==> src/rtl/ovl_fire_pkg.sv <==
// Shared definitions for OVL fire collectors: record type codes and the
// checker/type to slot mapping used by every collector and its arbiter.
package ovl_fire_pkg;

    localparam logic FIRE_TYPE_2STATE = 1'b0;
    localparam logic FIRE_TYPE_XCHECK = 1'b1;

    // Slot 2i carries the 2-state fire of checker i, slot 2i+1 its X/Z fire.
    function automatic int slot_of(input int id, input logic fire_type);
        return 2 * id + int'(fire_type);
    endfunction

endpackage

==> src/rtl/ovl_rr_arbiter.sv <==
// Combinational round-robin arbiter: grants the first requester at or after
// ptr, searching upward modulo N.
module ovl_rr_arbiter #(
    parameter int N = 16,
    parameter int W = (N > 1) ? $clog2(N) : 1
) (
    input  logic [N-1:0] req,
    input  logic [W-1:0] ptr,
    output logic         grant_valid,
    output logic [W-1:0] grant_idx
);

    logic [W:0] cand;

    // NOTE: every output of a combinational block gets a default first so no
    // path through the block leaves it unassigned and infers a latch.
    always_comb begin
        grant_valid = 1'b0;
        grant_idx   = '0;
        cand        = '0;
        for (int i = 0; i < N; i++) begin
            cand = {1'b0, ptr} + (W + 1)'(i);
            if (cand >= (W + 1)'(N)) begin
                cand = cand - (W + 1)'(N);
            end
            if (!grant_valid && req[cand[W-1:0]]) begin
                grant_valid = 1'b1;
                grant_idx   = cand[W-1:0];
            end
        end
    end

endmodule

==> src/rtl/ovl_fire_collector.sv <==
// Collects single-cycle OVL checker fire pulses into sticky, timestamped
// pending slots and streams them out round-robin as valid/ready records.
module ovl_fire_collector
    import ovl_fire_pkg::*;
#(
    parameter int NUM_CHECKERS = 8,
    parameter int ID_W         = 3,
    parameter int TS_W         = 16,
    parameter int CNT_W        = 16
) (
    input  logic                    clk,
    input  logic                    reset_n,
    input  logic [NUM_CHECKERS-1:0] fire_2state,
    input  logic [NUM_CHECKERS-1:0] fire_xcheck,
    input  logic                    xzcheck_enable,
    input  logic                    clear,
    output logic                    rec_valid,
    input  logic                    rec_ready,
    output logic [ID_W-1:0]         rec_id,
    output logic                    rec_type,
    output logic [TS_W-1:0]         rec_time,
    output logic [NUM_CHECKERS-1:0] pending,
    output logic [CNT_W-1:0]        total_count,
    output logic [CNT_W-1:0]        dropped_count
);

    localparam int SLOTS  = 2 * NUM_CHECKERS;
    localparam int SLOT_W = ID_W + 1;
    localparam int SUM_W  = CNT_W + SLOT_W + 1;

    logic [SLOTS-1:0]  fire_slot;
    logic [SLOTS-1:0]  pend_q;
    logic [SLOTS-1:0]  grant_hit;
    logic [SLOTS-1:0]  capture;
    logic [SLOTS-1:0]  drop;
    logic [TS_W-1:0]   ts_q [SLOTS];
    logic [TS_W-1:0]   ts_now;
    logic [SLOT_W-1:0] rr_ptr;
    logic [SLOT_W-1:0] grant_idx;
    logic              grant_valid;
    logic              load;
    logic [SLOT_W:0]   cap_pop;
    logic [SLOT_W:0]   drop_pop;

    function automatic logic [CNT_W-1:0] sat_add(input logic [CNT_W-1:0] a,
                                                 input logic [SLOT_W:0]  b);
        logic [SUM_W-1:0] sum;
        sum = SUM_W'(a) + SUM_W'(b);
        return (sum > SUM_W'({CNT_W{1'b1}})) ? {CNT_W{1'b1}} : sum[CNT_W-1:0];
    endfunction

    always_comb begin
        fire_slot = '0;
        pending   = '0;
        for (int i = 0; i < NUM_CHECKERS; i++) begin
            fire_slot[slot_of(i, FIRE_TYPE_2STATE)] = fire_2state[i];
            fire_slot[slot_of(i, FIRE_TYPE_XCHECK)] = fire_xcheck[i] & xzcheck_enable;
            pending[i] = pend_q[2*i] | pend_q[2*i+1];
        end
    end

    ovl_rr_arbiter #(
        .N (SLOTS),
        .W (SLOT_W)
    ) u_arb (
        .req         (pend_q),
        .ptr         (rr_ptr),
        .grant_valid (grant_valid),
        .grant_idx   (grant_idx)
    );

    // A clear cycle empties the pending array, so nothing is handed out.
    assign load = !clear && (!rec_valid || rec_ready) && grant_valid;

    // A slot granted in the same cycle it fires is re-armed, not dropped.
    always_comb begin
        grant_hit = '0;
        capture   = '0;
        drop      = '0;
        cap_pop   = '0;
        drop_pop  = '0;
        for (int s = 0; s < SLOTS; s++) begin
            grant_hit[s] = load && (grant_idx == SLOT_W'(s));
            capture[s]   = !clear && fire_slot[s] && (!pend_q[s] || grant_hit[s]);
            drop[s]      = !clear && fire_slot[s] && pend_q[s] && !grant_hit[s];
            cap_pop      = cap_pop + (SLOT_W + 1)'(capture[s]);
            drop_pop     = drop_pop + (SLOT_W + 1)'(drop[s]);
        end
    end

    // NOTE: sequential state is written with non-blocking assignments so all
    // registers update together from the values sampled at the edge.
    always_ff @(posedge clk or negedge reset_n) begin
        if (!reset_n) begin
            ts_now        <= '0;
            total_count   <= '0;
            dropped_count <= '0;
        end else begin
            ts_now <= ts_now + 1'b1;
            if (clear) begin
                total_count   <= '0;
                dropped_count <= '0;
            end else begin
                total_count   <= sat_add(total_count, cap_pop);
                dropped_count <= sat_add(dropped_count, drop_pop);
            end
        end
    end

    // NOTE: the timestamp array is reset explicitly because a cleared or
    // reset slot must report a defined time; it is flop-based, not a RAM.
    always_ff @(posedge clk or negedge reset_n) begin
        if (!reset_n) begin
            pend_q <= '0;
            for (int s = 0; s < SLOTS; s++) begin
                ts_q[s] <= '0;
            end
        end else begin
            for (int s = 0; s < SLOTS; s++) begin
                if (clear) begin
                    pend_q[s] <= 1'b0;
                    ts_q[s]   <= '0;
                end else if (capture[s]) begin
                    pend_q[s] <= 1'b1;
                    ts_q[s]   <= ts_now;
                end else if (grant_hit[s]) begin
                    pend_q[s] <= 1'b0;
                end
            end
        end
    end

    always_ff @(posedge clk or negedge reset_n) begin
        if (!reset_n) begin
            rec_valid <= 1'b0;
            rec_id    <= '0;
            rec_type  <= 1'b0;
            rec_time  <= '0;
            rr_ptr    <= '0;
        end else if (load) begin
            rec_valid <= 1'b1;
            rec_id    <= grant_idx[SLOT_W-1:1];
            rec_type  <= grant_idx[0];
            rec_time  <= ts_q[grant_idx];
            rr_ptr    <= (grant_idx == SLOT_W'(SLOTS - 1)) ? '0 : grant_idx + 1'b1;
        end else if (rec_ready) begin
            rec_valid <= 1'b0;
        end
    end

endmodule
==> config.mk <==
export PLATFORM = sky130hd
export DESIGN_NAME = ovl_fire_collector
export DESIGN_NICKNAME = d
export VERILOG_FILES = /design/src/rtl/ovl_fire_pkg.sv /design/src/rtl/ovl_rr_arbiter.sv /design/src/rtl/ovl_fire_collector.sv
export SDC_FILE = /design/constraint.sdc
export NUM_CORES = 1
export LEC_CHECK = 0
export CAP_MARGIN = 20
export CORE_MARGIN = 4
export CORE_UTILIZATION = 30
export DETAILED_ROUTE_END_ITERATION = 16
export PLACE_DENSITY = 0.53
export SETUP_SLACK_MARGIN = 0.05
export SYNTH_ARGS = -nofsm -noshare
export SYNTH_HDL_FRONTEND = slang
export SYNTH_SLANG_ARGS = --single-unit
export TNS_END_PERCENT = 50
==> constraint.sdc <==
create_clock -name clk -period 12 [get_ports clk]
set_input_delay 2.4 -clock clk [delete_from_list [all_inputs] [get_ports clk]]
set_output_delay 2.4 -clock clk [all_outputs]
set_load 0.01 [all_outputs]
# [After elaboration in Yosys (flattened, before gate mapping)]
# Cells that the tools add are included.
[op_classes] n_addsub=65 n_lt_le_gt_ge=35 eq_ne=15 muxes=170 bitwise=17 n_reduce_logical=197
[op_table] op="two-way mux 16 bit" n=38
[op_table] op="two-way mux 4 bit" n=33
[op_table] op="adder 5 x 1 -> 5 bit" n=22
[op_table] op="logical AND 1 bit" n=97
[op_table] op="two-way mux 1 bit" n=82
[op_table] op="greater-or-equal comparator 5 bit, second input constant" n=16
[op_table] op="< comparator 4 x 5 -> 1 bit, second input constant" n=16
[op_table] op="binary-select mux 1 bit (select 4 bit)" n=16
[op_table] op="binary-select mux 16 bit (select 4 bit)" n=1
[op_table] op="subtractor 4 x 1 -> 4 bit, second input constant" n=16
[op_table] op="zero test 1 bit" n=49
[op_table] op="nonzero test 3 bit" n=16
[op_table] op="adder 4 x 4 -> 5 bit, second input constant" n=8
[op_table] op="adder 16 x 5 -> 17 bit" n=2
[op_table] op="greater-than comparator 17 x 16 -> 1 bit, second input constant" n=2
[op_table] op="nonzero test 2 bit" n=17
[op_table] op="equality test 4 bit, second input constant" n=8
[op_table] op="adder 4 x 3 -> 5 bit, second input constant" n=4
[op_table] op="logical OR 1 bit" n=17
[op_table] op="adder 16 x 1 -> 16 bit, second input constant" n=1
[op_table] op="equality test 4 x 3 -> 1 bit, second input constant" n=4
[op_table] op="adder 4 x 1 -> 5 bit" n=2
[op_table] op="adder 4 x 2 -> 5 bit, second input constant" n=2
[op_table] op="adder 3 x 1 -> 4 bit" n=2
[op_table] op="other kinds (11)" n=28
[totals] ff_bits=345 input_bits=21 out_inout_bits=61 wordCells=539

# [Longest topological paths before layout]
# Gate-level depths: netlist of run 1.
[logic_depth] ltp_word=73 ltp_mapped=42 ltp_nobuf=35

# [Hierarchy]
# Synthesis of run 1 repeated with hierarchy kept, for this count alone.
[unflattened] cells_unflattened=1766 hier_area_um2=19472.4
[modules_own_cells] module="ovl_fire_collector" n_inst=1 cells_each=1519 area_per_inst_um2=17385.4
[modules_own_cells] module="ovl_rr_arbiter" n_inst=1 cells_each=247 area_per_inst_um2=2087.0

# [Least setup slack after synthesis of run 1]
# No wires, ideal clock.
[synth_timing] kind="register to register" from="reg rr_ptr[1]" to="reg total_count[10]" setup_ps=137 t_arrival_ps=9281 t_required_ps=11863 setup_slack_ps=2582 stages_incl_launch_ff=38 cell_sequence="dfrtp_1 > clkbuf_1 > inv_1 > ha_1 > buf_2 > mux4_2 > mux2i_1 > nor2b_1 > nor2_1 > o21ai_1 > o221a_1 > o32ai_2 > o21a_1 > clkbuf_1 > ha_1 > nand2_1 > o31ai_1 > nor3b_2 > [... 2 more ...] > inv_1 > fa_1 > fa_1 > inv_1 > fa_1 > fa_1 > fa_1 > a21oi_1 > nor2_1 > nor2_1 > nor2b_1 > o21a_1 > nand2_1 > nor2_1 > and2_1 > nand4_1 > clkbuf_1 > a21oi_1"
[synth_via] elab_chain_len=73 elab_cells_between_ends=241 cone_classes="add/sub: 47; order compare: 17; eq/ne: 15; mux: 82; reduce/logical: 80"
[synth_rtl] element="from (decl)" line="ovl_fire_collector.sv:38" source="logic [SLOT_W-1:0] rr_ptr;"
[synth_rtl] element="from (signal assigned)" line="ovl_fire_collector.sv:145" source="rr_ptr <= (grant_idx == SLOT_W'(SLOTS - 1)) ? '0 : grant_idx + 1'b1;"
[synth_rtl] element="parallel branches: the longest is 68 deep, another holds adder 4 x 1 -> 5 bit"
[synth_rtl] element="adder 5 x 1 -> 5 bit *" line="ovl_fire_collector.sv:86" source="cap_pop = cap_pop + (SLOT_W + 1)'(capture[s]);"
[synth_rtl] element="adder 16 x 5 -> 17 bit *" line="ovl_fire_collector.sv:48" source="sum = SUM_W'(a) + SUM_W'(b);"
[synth_rtl] element="greater-than comparator 17 x 16 -> 1 bit" line="ovl_fire_collector.sv:49" source="return (sum > SUM_W'({CNT_W{1'b1}})) ? {CNT_W{1'b1}} : sum[CNT_W-1:0];"
[synth_rtl] element="two-way mux 16 bit *" line="ovl_fire_collector.sv:49"
[synth_rtl] element="two-way mux 16 bit *" line="ovl_fire_collector.sv:100" source="if (clear) begin"
[synth_rtl] element="to (signal assigned)" line="ovl_fire_collector.sv:104" source="total_count <= sat_add(total_count, cap_pop);"
[synth_rtl] element="to (decl)" line="ovl_fire_collector.sv:23" source="output logic [CNT_W-1:0] total_count,"
# Mark *: on every way between the ends. The select of a mux whose other input is x is not followed.
# A chain may end at the register's enable or synchronous reset.

# [Final worst setup path of run 1]
[layout_timing] from="reg rr_ptr[1]" to="reg total_count[13]"
# Same word-level chain as after synthesis.

==> Implementation_results.wiki, run 1 <==
{| class="wikitable"
! Metric !! Value
|-
| Final Setup Violations || 0
|-
| Setup WS pre-CTS || 0.956 ns
|-
| Netlist cell types || 98
|-
| Die height || 266 µm
|-
| Cell with the biggest individual delay on the critical path || sky130_fd_sc_hd__ha_1
|-
| Global-route usage over all layers || 0.184
|-
| Fraction of synthesized cell area taken by the top area cell type || 0.433
|-
| Net count reported at finish || 2058
|-
| Final setup slack of the worst path || 1.29 ns
|-
| Post-Synthesis Mean Instance Area || 10.1 µm²
|-
| Count of synthesis-stage warnings from yosys || 0
|-
| Gates resized, CTS repair || 0
|-
| Number of cell rows || 94
|-
| Vias post-DR || 15600
|-
| Synthesized instance count || 1974
|-
| Final wirelength || 66.1 mm
|-
| Proportion of layout cells with a drive suffix above 1 || 0.116
|-
| Global placement routability congestion || 0.879
|-
| Initial Util || 0.303
|-
| Post-synth top area cell || sky130_fd_sc_hd__dfrtp_1
|-
| Maximum achievable frequency || 93.4 MHz
|-
| Top cell types by occurrence after synthesis || sky130_fd_sc_hd__dfrtp_1 (345), sky130_fd_sc_hd__nand2_1 (274), sky130_fd_sc_hd__a21oi_1 (159), sky130_fd_sc_hd__mux2i_1 (155), sky130_fd_sc_hd__nor2_1 (120)
|-
| Mapped cell area || 19900 µm²
|-
| CP most frequent cell || sky130_fd_sc_hd__fa_1
|-
| Max incr delay on CP || 0.91 ns
|-
| Setup slack of the worst register-to-register path || 1.29 ns
|-
| Clock edge transition at the registers on the reported setup and hold paths || 0.06 ns
|-
| Post-DR wirelength/cell || 22.9 µm
|-
| Final Hold Viols || 0
|-
| Post-Place Cell Area || 21400 µm²
|-
| TritonCTS Buffers || 41
|-
| Wire length of the first global-routing pass || 101 mm
|-
| Category of the most critical setup path || flip-flop to flip-flop
|-
| IO Pins || 82
|-
| Nature of the critical path startpoint || flip-flop
|-
| N_diodes || 0
|-
| CTS H-tree lvls || 2
|-
| Cell with the most instances after synthesis || sky130_fd_sc_hd__dfrtp_1
|-
| Net Count, Synth || 2045
|-
| Root buffer cell || sky130_fd_sc_hd__clkbuf_16
|-
| Cell types with the largest area share after synthesis || sky130_fd_sc_hd__dfrtp_1 (43%), sky130_fd_sc_hd__mux2i_1 (7.8%), sky130_fd_sc_hd__nand2_1 (5.2%)
|-
| Via count normalized by instance count || 5.41
|-
| Min-delay worst type || flip-flop to flip-flop
|-
| Flops & latches, synth || 345
|-
| Transition time at the pin with the least slew margin || 1.09 ns
|-
| Main flop type after synthesis || sky130_fd_sc_hd__dfrtp_1
|-
| Crit path max fanout || 25
|-
| Final clock period utilization by the worst path || 0.892
|-
| Data arrival time at the worst-slack endpoint || 11.09 ns
|-
| Maximum number of pins on one net before global-route repair || 158
|-
| Number of flops mapped to enable cells by yosys || 0
|-
| Clk_skew || 0.0222 ns
|-
| Count of nets left with antenna violations after detail routing || 0
|-
| Worst EP required || 12.38 ns
|-
| Hold buffer count at CTS || 0
|-
| Run status || finished clean
|-
| Cell area after layout || 22800 µm²
|-
| Quantity of I/O buffers inserted on ports || 81
|-
| Clock sink total || 345
|-
| Die outline area || 70600 µm²
|-
| Critical Path Sink Type || flip-flop
|-
| Initial antenna violation count || 0
|-
| Overall overflow remaining after global route || 0
|-
| Post-synthesis to final-layout area growth || 14.5%
|-
| Final worst path period need || 10.71 ns
|-
| Worst max-slew margin expressed relative to the limit || 0.274
|-
| DRC violations left || 0
|-
| Sequential element share of the synthesized area || 0.433
|-
| RSZ-0062 raised after global routing || false
|-
| Total of max-cap violations || 0
|-
| Initial DRT Pass Iterations || 5
|-
| Max Buffers Root-to-Sink || 3
|-
| DRC violation total after the first TritonRoute iteration || 1544
|-
| Clock tree from TritonCTS || built
|-
| Share of flip-flops with an asynchronous set or reset after synthesis || 1.00
|-
| Skew-Pair Late Insertion Delay || 0.56 ns
|-
| Die X-Extent || 266 µm
|-
| Final TNS setup || 0 ns
|-
| Post CTS Setup Buffer Count || 0
|-
| Final HPWL from detailed placement || 42.6 mm
|-
| Floorplan core area || 65900 µm²
|-
| Final count of pins violating max slew || 0
|-
| Number of global-route vias before repair || 15800
|}
[metrics by stage]
| stage | cells | util | hold slack (ns) |
|---|---|---|---|
| 2_1_floorplan | 1974 | - | 0.461 |
| 3_3_place_gp | 2807 | 0.325 | 0.477 |
| 3_5_place_dp | 2807 | 0.325 | 0.481 |
| 4_1_cts | 2882 | 0.346 | 0.497 |
| 5_1_grt | 2883 | 0.346 | 0.503 |
| 6_report | 2883 | 0.346 | 0.494 |
[worst paths after layout]
kind | depth (start not counted) | to | start
max in group asynchronous | 2 | rr_ptr[0] | reset_n
worst min register to register | 1 | ts_q[115] | ts_q[115]
worst min-delay path | 1 | ts_q[115] | ts_q[115]
worst max-delay path | 34 | total_count[13] | rr_ptr[1]
min in group asynchronous | 1 | rec_time[12] | reset_n
worst max register to register | 34 | total_count[13] | rr_ptr[1]
[cells by family (layout without fill, tap and decap cells)]
| kind of cell | Yosys count | after routing | share of synthesized area |
|---|---|---|---|
| buffers and inverters | 219 | 264 | 0.0501 |
| XOR/XNOR | 45 | 45 | 0.0209 |
| adder cells (fa/ha/maj) | 50 | 50 | 0.0404 |
| AO/OA/AOI/OAI | 428 | 428 | 0.147 |
| AND/OR/NAND/NOR | 622 | 622 | 0.148 |
| flip-flops | 345 | 345 | 0.433 |
| multiplexers | 265 | 265 | 0.161 |
[cell usage in the layout, fill, tap and decap left out, types with 35 or more instances in the layout]
cell	count
sky130_fd_sc_hd__buf_4	35
sky130_fd_sc_hd__mux2i_1	155
sky130_fd_sc_hd__clkbuf_16	43
sky130_fd_sc_hd__nor2_1	119
sky130_fd_sc_hd__mux2_1	46
sky130_fd_sc_hd__dfrtp_1	345
sky130_fd_sc_hd__a22o_1	66
sky130_fd_sc_hd__nand3_1	45
sky130_fd_sc_hd__a21oi_1	158
sky130_fd_sc_hd__clkdlybuf4s50_1	79
sky130_fd_sc_hd__inv_1	56
sky130_fd_sc_hd__nor2b_1	63
sky130_fd_sc_hd__nand2_1	274
[registers in the layout, summed over array words and instances (netlist names)]
name and count:
pend_q 16, dropped_count 16, rr_ptr 4, rec_time 16, rec_id 3, rec_type 1, rec_valid 1, ts_q 256
ts_now 16, total_count 16
[per-layer routing]
| layer | GRT usage | part of all wire | wire, µm | up-vias |
|---|---|---|---|---|
| li1 | - | - | - | 7013 |
| met1 | 0.263 | 0.45 | 30000 | 7991 |
| met2 | 0.295 | 0.47 | 30800 | 483 |
| met3 | 0.0274 | 0.054 | 3590 | 97 |
| met4 | 0.0496 | 0.025 | 1640 | 0 |
| met5 | 0 | 0 | 0 | - |
[area by class of cell]
type	instances	area [µm²]
timing repair buffer	118	1130
multi-input combinational	1410	10300
fill	6609	43000
clock inverter	11	118
clock buffer	64	1250
tap	864	1080
inverter	71	273
sequential	345	8630
[worst max-delay path, delay by kind of cell, from the launching register on]
family | cells | cell delay [ns]
adder cells (fa/ha/maj) | 8 | 3.97
AO/OA/AOI/OAI | 9 | 1.98
buffers and inverters | 5 | 1.06
flip-flops | 1 | 0.32
multiplexers | 1 | 0.66
AND/OR/NAND/NOR | 11 | 2.51
Power of run 1 is not shown: default switching activity piles up to over one toggle a cycle in this logic, so the estimate is an artifact.
==> inputs of run 2 (changes only) <==
CELL_PAD_IN_SITES_DETAIL_PLACEMENT = 1   (was default)
CELL_PAD_IN_SITES_GLOBAL_PLACEMENT = 1   (was default)
PLACE_DENSITY = 0.64   (was 0.53)
clock period = 9.4 ns   (was 12 ns; I/O delays follow)
==> run 2 against run 1 <==
Hold slack worse by 0.013 ns; register-to-register slack lost 0.74 ns; first-iteration DRC count decreased by 23%; wire length rose by 6.3%; setup slack got worse by 0.74 ns; final cell count up 0.94%; critical endpoint unchanged; maximum frequency increased by 21%; sequential cell count unchanged; highest routed layer unchanged; design area rose by 0.54%; global-route usage up 1.1 points.
==> Implementation_results.wiki, run 2 (synthesis gave the netlist of run 1 again) <==
{| class="wikitable"
! Metric !! Value
|-
| Run status || finished clean
|-
| N_diodes || 0 (unchanged)
|-
| Final HPWL from detailed placement || 46.4 mm (+8.9%)
|-
| Final count of pins violating max slew || 0 (unchanged)
|-
| Max Buffers Root-to-Sink || 3 (unchanged)
|-
| Met2 Resource Use GR || 0.324 (+0.0297)
|-
| DRC violation total after the first TritonRoute iteration || 1195 (-23%)
|-
| Most utilized layer in the global route result || met2
|-
| CP most frequent cell || sky130_fd_sc_hd__fa_1
|-
| Clock sink total || 345 (unchanged)
|-
| Worst max-slew margin expressed relative to the limit || 0.229 (-0.0448)
|-
| Total of max-cap violations || 0 (unchanged)
|-
| Final worst path period need || 8.85 ns (-1.86 ns)
|-
| Post-synthesis to final-layout area growth || 15.1%
|-
| Cell with the biggest individual delay on the critical path || sky130_fd_sc_hd__mux4_2
|-
| Quantity of I/O buffers inserted on ports || 81 (unchanged)
|-
| Initial DRT Pass Iterations || 5 (unchanged)
|-
| Wire length of the first global-routing pass || 107 mm (+6.2%)
|-
| Final setup slack of the worst path || 0.554 ns (-0.740 ns)
|-
| Initial antenna violation count || 0 (unchanged)
|-
| Path depth of the worst reg2reg path || 35 (+2.9%)
|-
| Worst EP required || 9.78 ns (-2.60 ns)
|-
| Final Hold Viols || 0 (unchanged)
|-
| Global-route usage over all layers || 0.196 (+0.0115)
|-
| Transition time at the pin with the least slew margin || 1.13 ns (+0.0381 ns)
|-
| Die height || 266 µm (unchanged)
|-
| End of the worst hold path || rec_type
|-
| Maximum achievable frequency || 113 MHz (+21%)
|-
| Final TNS setup || 0 ns (unchanged)
|-
| Overall overflow remaining after global route || 0 (unchanged)
|-
| Count of nets left with antenna violations after detail routing || 0 (unchanged)
|-
| IO Pins || 82 (unchanged)
|-
| Vias post-DR || 15800 (+1.7%)
|-
| Flip-flop count of the largest register after layout || 256 (unchanged)
|-
| Setup slack of the worst register-to-register path || 0.55 ns (-0.74 ns)
|-
| Skew-Pair Late Insertion Delay || 0.56 ns (about the same)
|-
| Clock edge transition at the registers on the reported setup and hold paths || 0.06 ns (about the same)
|-
| Via count normalized by instance count || 5.45 (+0.76%)
|-
| Proportion of layout cells with a drive suffix above 1 || 0.134 (+0.0175)
|-
| Cells on Worst Hold Path || 2 (+1)
|-
| Die outline area || 70600 µm² (unchanged)
|-
| Root buffer cell || sky130_fd_sc_hd__clkbuf_16
|-
| RSZ-0062 raised after global routing || false
|-
| Area of the multi-input gates || 10400 µm² (+0.70%)
|-
| Met3 track demand over resource || 0.0299 (+0.00249)
|-
| TritonCTS Buffers || 38 (-7.3%)
|-
| Min-delay worst type || flip-flop to flip-flop
|-
| Net count reported at finish || 2089 (+1.5%)
|-
| Floorplan core area || 65900 µm² (unchanged)
|-
| Max incr delay on CP || 0.60 ns (-0.31 ns)
|-
| Final Setup Violations || 0 (unchanged)
|-
| Data arrival time at the worst-slack endpoint || 9.23 ns (-1.86 ns)
|-
| Number of cell rows || 94 (unchanged)
|-
| Clk_skew || 0.0226 ns (+0.000389 ns)
|-
| DRC violations left || 0 (unchanged)
|-
| Met1 global-route usage || 0.268 (+0.00487)
|-
| Nature of the critical path startpoint || flip-flop
|-
| Post-DR wirelength/cell || 24.1 µm (+5.3%)
|-
| Setup WS pre-CTS || 0.0395 ns (-0.916 ns)
|-
| CTS H-tree lvls || 2 (unchanged)
|-
| Category of the most critical setup path || flip-flop to flip-flop
|-
| Initial Util || 0.303 (unchanged)
|-
| Most used cells in the layout excluding fill and tap cells || sky130_fd_sc_hd__dfrtp_1 (345), sky130_fd_sc_hd__nand2_1 (274), sky130_fd_sc_hd__a21oi_1 (158)
|-
| Critical Path Sink Type || flip-flop
|-
| Final wirelength || 70.2 mm (+6.3%)
|-
| Maximum number of pins on one net before global-route repair || 101 (-36%)
|-
| Global placement routability congestion || 0.873 (-0.75%)
|-
| Crit path max fanout || 21 (-16%)
|-
| Clock tree from TritonCTS || built
|-
| Min Hold Slack || 0.481 ns (-0.0129 ns)
|-
| Endpoint of the worst-slack reg-to-reg timing path || total_count[13]
|-
| Register containing the most flip-flops in the final layout || ts_q
|-
| Fill cells || 7355 (+11%)
|-
| Final clock period utilization by the worst path || 0.941 (+0.0489)
|-
| Start of the worst register-to-register path || rr_ptr[0]
|-
| Sequential standard cell area || 8630 µm² (unchanged)
|-
| Commonest non-fill, non-tap cell in the layout || sky130_fd_sc_hd__dfrtp_1
|-
| Die X-Extent || 266 µm (unchanged)
|-
| Number of global-route vias before repair || 17000 (+7.4%)
|-
| Worst Min Path Start || rec_type
|}
[run 2: cell types whose count changed in the layout (fill, tap and decap cells not counted), sizes merged]
cell and change:
bufinv -2, buf +34, clkinvlp -2, inv +1, clkinv +3, clkbuf -7
[run 2: worst max path at each step]
stage,from,to
2_1_floorplan,rr_ptr[1],total_count[10]
3_3_place_gp,rr_ptr[0],dropped_count[1]
3_5_place_dp,rr_ptr[0],dropped_count[10]
4_1_cts,rr_ptr[0],total_count[13]
5_1_grt,rr_ptr[0],total_count[13]
6_report,rr_ptr[0],total_count[13]
[run 2: through the flow]
stage / utilization / area, µm² / cells
after floorplan: - / 19900 / 1974
after global placement: 0.328 / 21600 / 2834
after detailed placement: 0.328 / 21600 / 2835
after CTS: 0.346 / 22800 / 2904
after global routing: 0.348 / 22900 / 2910
final: 0.348 / 22900 / 2910
[run 2: worst max-delay path, delay by kind of cell, from the launching register on]
kind	cells	cell delay, ns
DFF	1	0.37
muxes	1	0.60
and+or+nand+nor	11	1.75
buffers and inverters	7	1.28
AOI/OAI and AO/OA	9	1.48
adders and majority gates	7	3.19
[run 2: cell type report]
cell class | instances | share of cell area
Clock buffer | 57 | 0.0480
Inverter | 71 | 0.0119
Timing Repair Buffer | 152 | 0.0600
Sequential cell | 345 | 0.376
Multi-Input combinational cell | 1410 | 0.453
Tap cell | 864 | 0.0471
Clock inverter | 11 | 0.00322
[run 2: metal layers]
metal | vias up | wire (µm)
met5 | - | 0
met4 | 0 | 2070
met3 | 121 | 3310
met2 | 403 | 33500
met1 | 8271 | 31300
li1 | 7054 | -
[run 2: timing repair]
item                                    in CTS  in global routing
hold buffers                                 0                  0
buffers inserted                             1                  5
endpoints found under the setup margin       5                 31
pin swaps                                    0                  4
gates resized for setup                      0                 15
hold endpoints to repair                     0                  0
Power of run 2 is left out for the same reason.
==> inputs of run 3 (changes only) <==
GPL_TIMING_DRIVEN = 0   (was default)
==> run 3 against run 2 <==
Maximum frequency fell by 1.7%; clock skew increased by 0.00097 ns; global-route usage increased by 3.6 points.
==> Implementation_results.wiki, run 3 (synthesis gave the netlist of run 1 again) <==
{| class="wikitable"
! Metric !! Value
|-
| Final HPWL from detailed placement || 59.5 mm (+28%)
|-
| DRC violations left || 0 (unchanged)
|-
| Worst Min Path Start || rec_type
|-
| Number of global-route vias before repair || 18100 (+6.8%)
|-
| Die height || 266 µm (unchanged)
|-
| Floorplan core area || 65900 µm² (unchanged)
|-
| Max Buffers Root-to-Sink || 3 (unchanged)
|-
| Final Setup Violations || 0 (unchanged)
|-
| Critical Path Sink Type || flip-flop
|-
| Most used cells in the layout excluding fill and tap cells || sky130_fd_sc_hd__dfrtp_1 (344), sky130_fd_sc_hd__nand2_1 (269), sky130_fd_sc_hd__a21oi_1 (159)
|-
| Transition time at the pin with the least slew margin || 1.25 ns (+0.127 ns)
|-
| Die outline area || 70600 µm² (unchanged)
|-
| Clock edge transition at the registers on the reported setup and hold paths || 0.06 ns (about the same)
|-
| Worst EP required || 9.82 ns (+0.04 ns)
|-
| Vias post-DR || 17300 (+8.9%)
|-
| Quantity of I/O buffers inserted on ports || 81 (unchanged)
|-
| N_diodes || 0 (unchanged)
|-
| Nature of the critical path startpoint || input pin
|-
| End of the worst hold path || rec_type
|-
| IO Pins || 82 (unchanged)
|-
| CP Cell Sequence || clkdlybuf4s50_1 -> clkbuf_1 -> clkbuf_1 -> clkbuf_1 -> nor3_1 -> fa_1 -> inv_1 -> fa_1 -> fa_1 -> fa_1 -> fa_1 -> inv_1 -> fa_1 -> a21o_1 -> a21oi_1 -> nor2b_1 -> o2111a_1 -> and3_1 -> nand4_1 -> clkbuf_4 -> a21oi_1
|-
| CTS H-tree lvls || 2 (unchanged)
|-
| Maximum achievable frequency || 111 MHz (-1.7%)
|-
| Worst max-slew margin expressed relative to the limit || 0.164 (-0.0655)
|-
| Worst Path Buf+Inv || 7 (unchanged)
|-
| Proportion of layout cells with a drive suffix above 1 || 0.171 (+0.0370)
|-
| Initial Util || 0.303 (unchanged)
|-
| Endpoint of the worst-slack reg-to-reg timing path || total_count[2]
|-
| Post-DR wirelength/cell || 27.5 µm (+14%)
|-
| DRC violation total after the first TritonRoute iteration || 1530 (+28%)
|-
| Via count normalized by instance count || 5.65 (+3.7%)
|-
| Crit path max fanout || 10 (-52%)
|-
| Total instance count after detailed placement || 2928 (+3.3%)
|-
| Initial antenna violation count || 2 (+2)
|-
| Min-delay worst type || flip-flop to flip-flop
|-
| Wire length of the first global-routing pass || 123 mm (+15%)
|-
| Setup slack of the worst register-to-register path || 0.40 ns (-0.16 ns)
|-
| Count of nets left with antenna violations after detail routing || 0 (unchanged)
|-
| Root buffer cell || sky130_fd_sc_hd__clkbuf_16
|-
| Hold buffer count at CTS || 0 (unchanged)
|-
| Initial DRT Pass Iterations || 5 (unchanged)
|-
| Net count reported at finish || 2233 (+6.9%)
|-
| Clock sink total || 345 (unchanged)
|-
| Overall overflow remaining after global route || 0 (unchanged)
|-
| Flip-flop count of the largest register after layout || 256 (unchanged)
|-
| Post-synthesis to final-layout area growth || 22.7%
|-
| Register containing the most flip-flops in the final layout || ts_q
|-
| Final Hold Viols || 0 (unchanged)
|-
| Die X-Extent || 266 µm (unchanged)
|-
| Total of max-cap violations || 0 (unchanged)
|-
| Category of the most critical setup path || input pin to flip-flop
|-
| Clk_skew || 0.0235 ns (+0.000966 ns)
|-
| Global-route usage over all layers || 0.232 (+0.0360)
|-
| Share of the core filled with cells in the final layout || 0.371 (+0.0232)
|-
| Cells on Worst Hold Path || 2 (unchanged)
|-
| Final wirelength || 84.0 mm (+20%)
|-
| CP most frequent cell || sky130_fd_sc_hd__fa_1
|-
| Global placement routability congestion || 0.918 (+5.1%)
|-
| Final worst path period need || 9.00 ns (+0.155 ns)
|-
| Path depth of the worst reg2reg path || 40 (+14%)
|-
| Maximum number of pins on one net before global-route repair || 116 (+15%)
|-
| Clock tree from TritonCTS || built
|-
| Number of cell rows || 94 (unchanged)
|-
| Start of the worst register-to-register path || rr_ptr[1]
|-
| Commonest non-fill, non-tap cell in the layout || sky130_fd_sc_hd__dfrtp_1
|-
| Data arrival time at the worst-slack endpoint || 9.42 ns (+0.19 ns)
|-
| TritonCTS Buffers || 41 (+7.9%)
|-
| Cell with the biggest individual delay on the critical path || sky130_fd_sc_hd__clkbuf_1
|-
| Max incr delay on CP || 0.87 ns (+0.27 ns)
|-
| Run status || finished clean
|-
| Dominant delay contributor by cell family on the critical path || buffers and inverters
|-
| Final count of pins violating max slew || 0 (unchanged)
|-
| Final clock period utilization by the worst path || 0.958 (+0.0165)
|-
| Skew-Pair Late Insertion Delay || 0.57 ns (about the same)
|-
| Non-filler cells, final || 3058 (+5.1%)
|}
-- run 3: cell count changes in the layout (fill, tap and decap cells not counted), moves of 7 or more --
cell / change
sky130_fd_sc_hd__buf_1: +13
sky130_fd_sc_hd__buf_2: +32
sky130_fd_sc_hd__buf_6: +16
sky130_fd_sc_hd__clkbuf_1: +63
sky130_fd_sc_hd__clkbuf_16: +7
-- run 3: layout make-up --
class                      count  area (µm²)
clock inverter                16         165
inverter                      71         284
fill                        7419       41400
timing repair buffer         149        1390
tap                          864        1080
buffer                       144         931
sequential                   345        8630
clock buffer                  59        1230
multi-input combinational   1410       10800
-- run 3: metal layers --
metal  routed length (µm)  track usage  up-vias
li1                     -            -     7365
met1                34900        0.306     9061
met2                39200        0.373      646
met3                 5290       0.0394      192
met4                 4540        0.108        0
met5                    0            0        -
-- run 3: tightest hold or removal path: stages (launching register included) --
cell and delay [ns]:
sky130_fd_sc_hd__dfrtp_1 0.34, sky130_fd_sc_hd__nand2_1 0.05, sky130_fd_sc_hd__o21ai_0 0.06
-- run 3: worst max path at each step --
stage	endpoint	start	cells past startpoint	slack, ns
6_report	dropped_count[8]	clear	21	0.40
5_1_grt	total_count[1]	rr_ptr[1]	39	-0.02
4_1_cts	dropped_count[8]	rr_ptr[0]	34	0.09
3_5_place_dp	total_count[3]	rr_ptr[1]	40	-2.80
3_3_place_gp	dropped_count[0]	reset_n	1	-9.28
2_1_floorplan	total_count[10]	rr_ptr[1]	37	0.13
-- run 3: through the flow --
step | setup TNS (ns) | area, µm² | worst slack (ns) | hold WS, ns
6_report | 0 | 24500 | 0.399 | 0.487
5_1_grt | -0.0684 | 24500 | -0.0208 | 0.509
3_3_place_gp | -3248.24 | 21800 | -9.28 | 0.474
2_1_floorplan | 0 | 19900 | 0.133 | 0.461
3_5_place_dp | -67.72 | 21900 | -2.80 | 0.481
4_1_cts | 0 | 24100 | 0.0933 | 0.498
-- run 3: timing repair --
action                     4_1_cts  5_1_grt
gates resized for setup        117       33
setup endpoints to repair       32       29
setup buffers                   28       27
cloned                           0        2
pin swaps                       12       14
Power of run 3 is left out for the same reason.
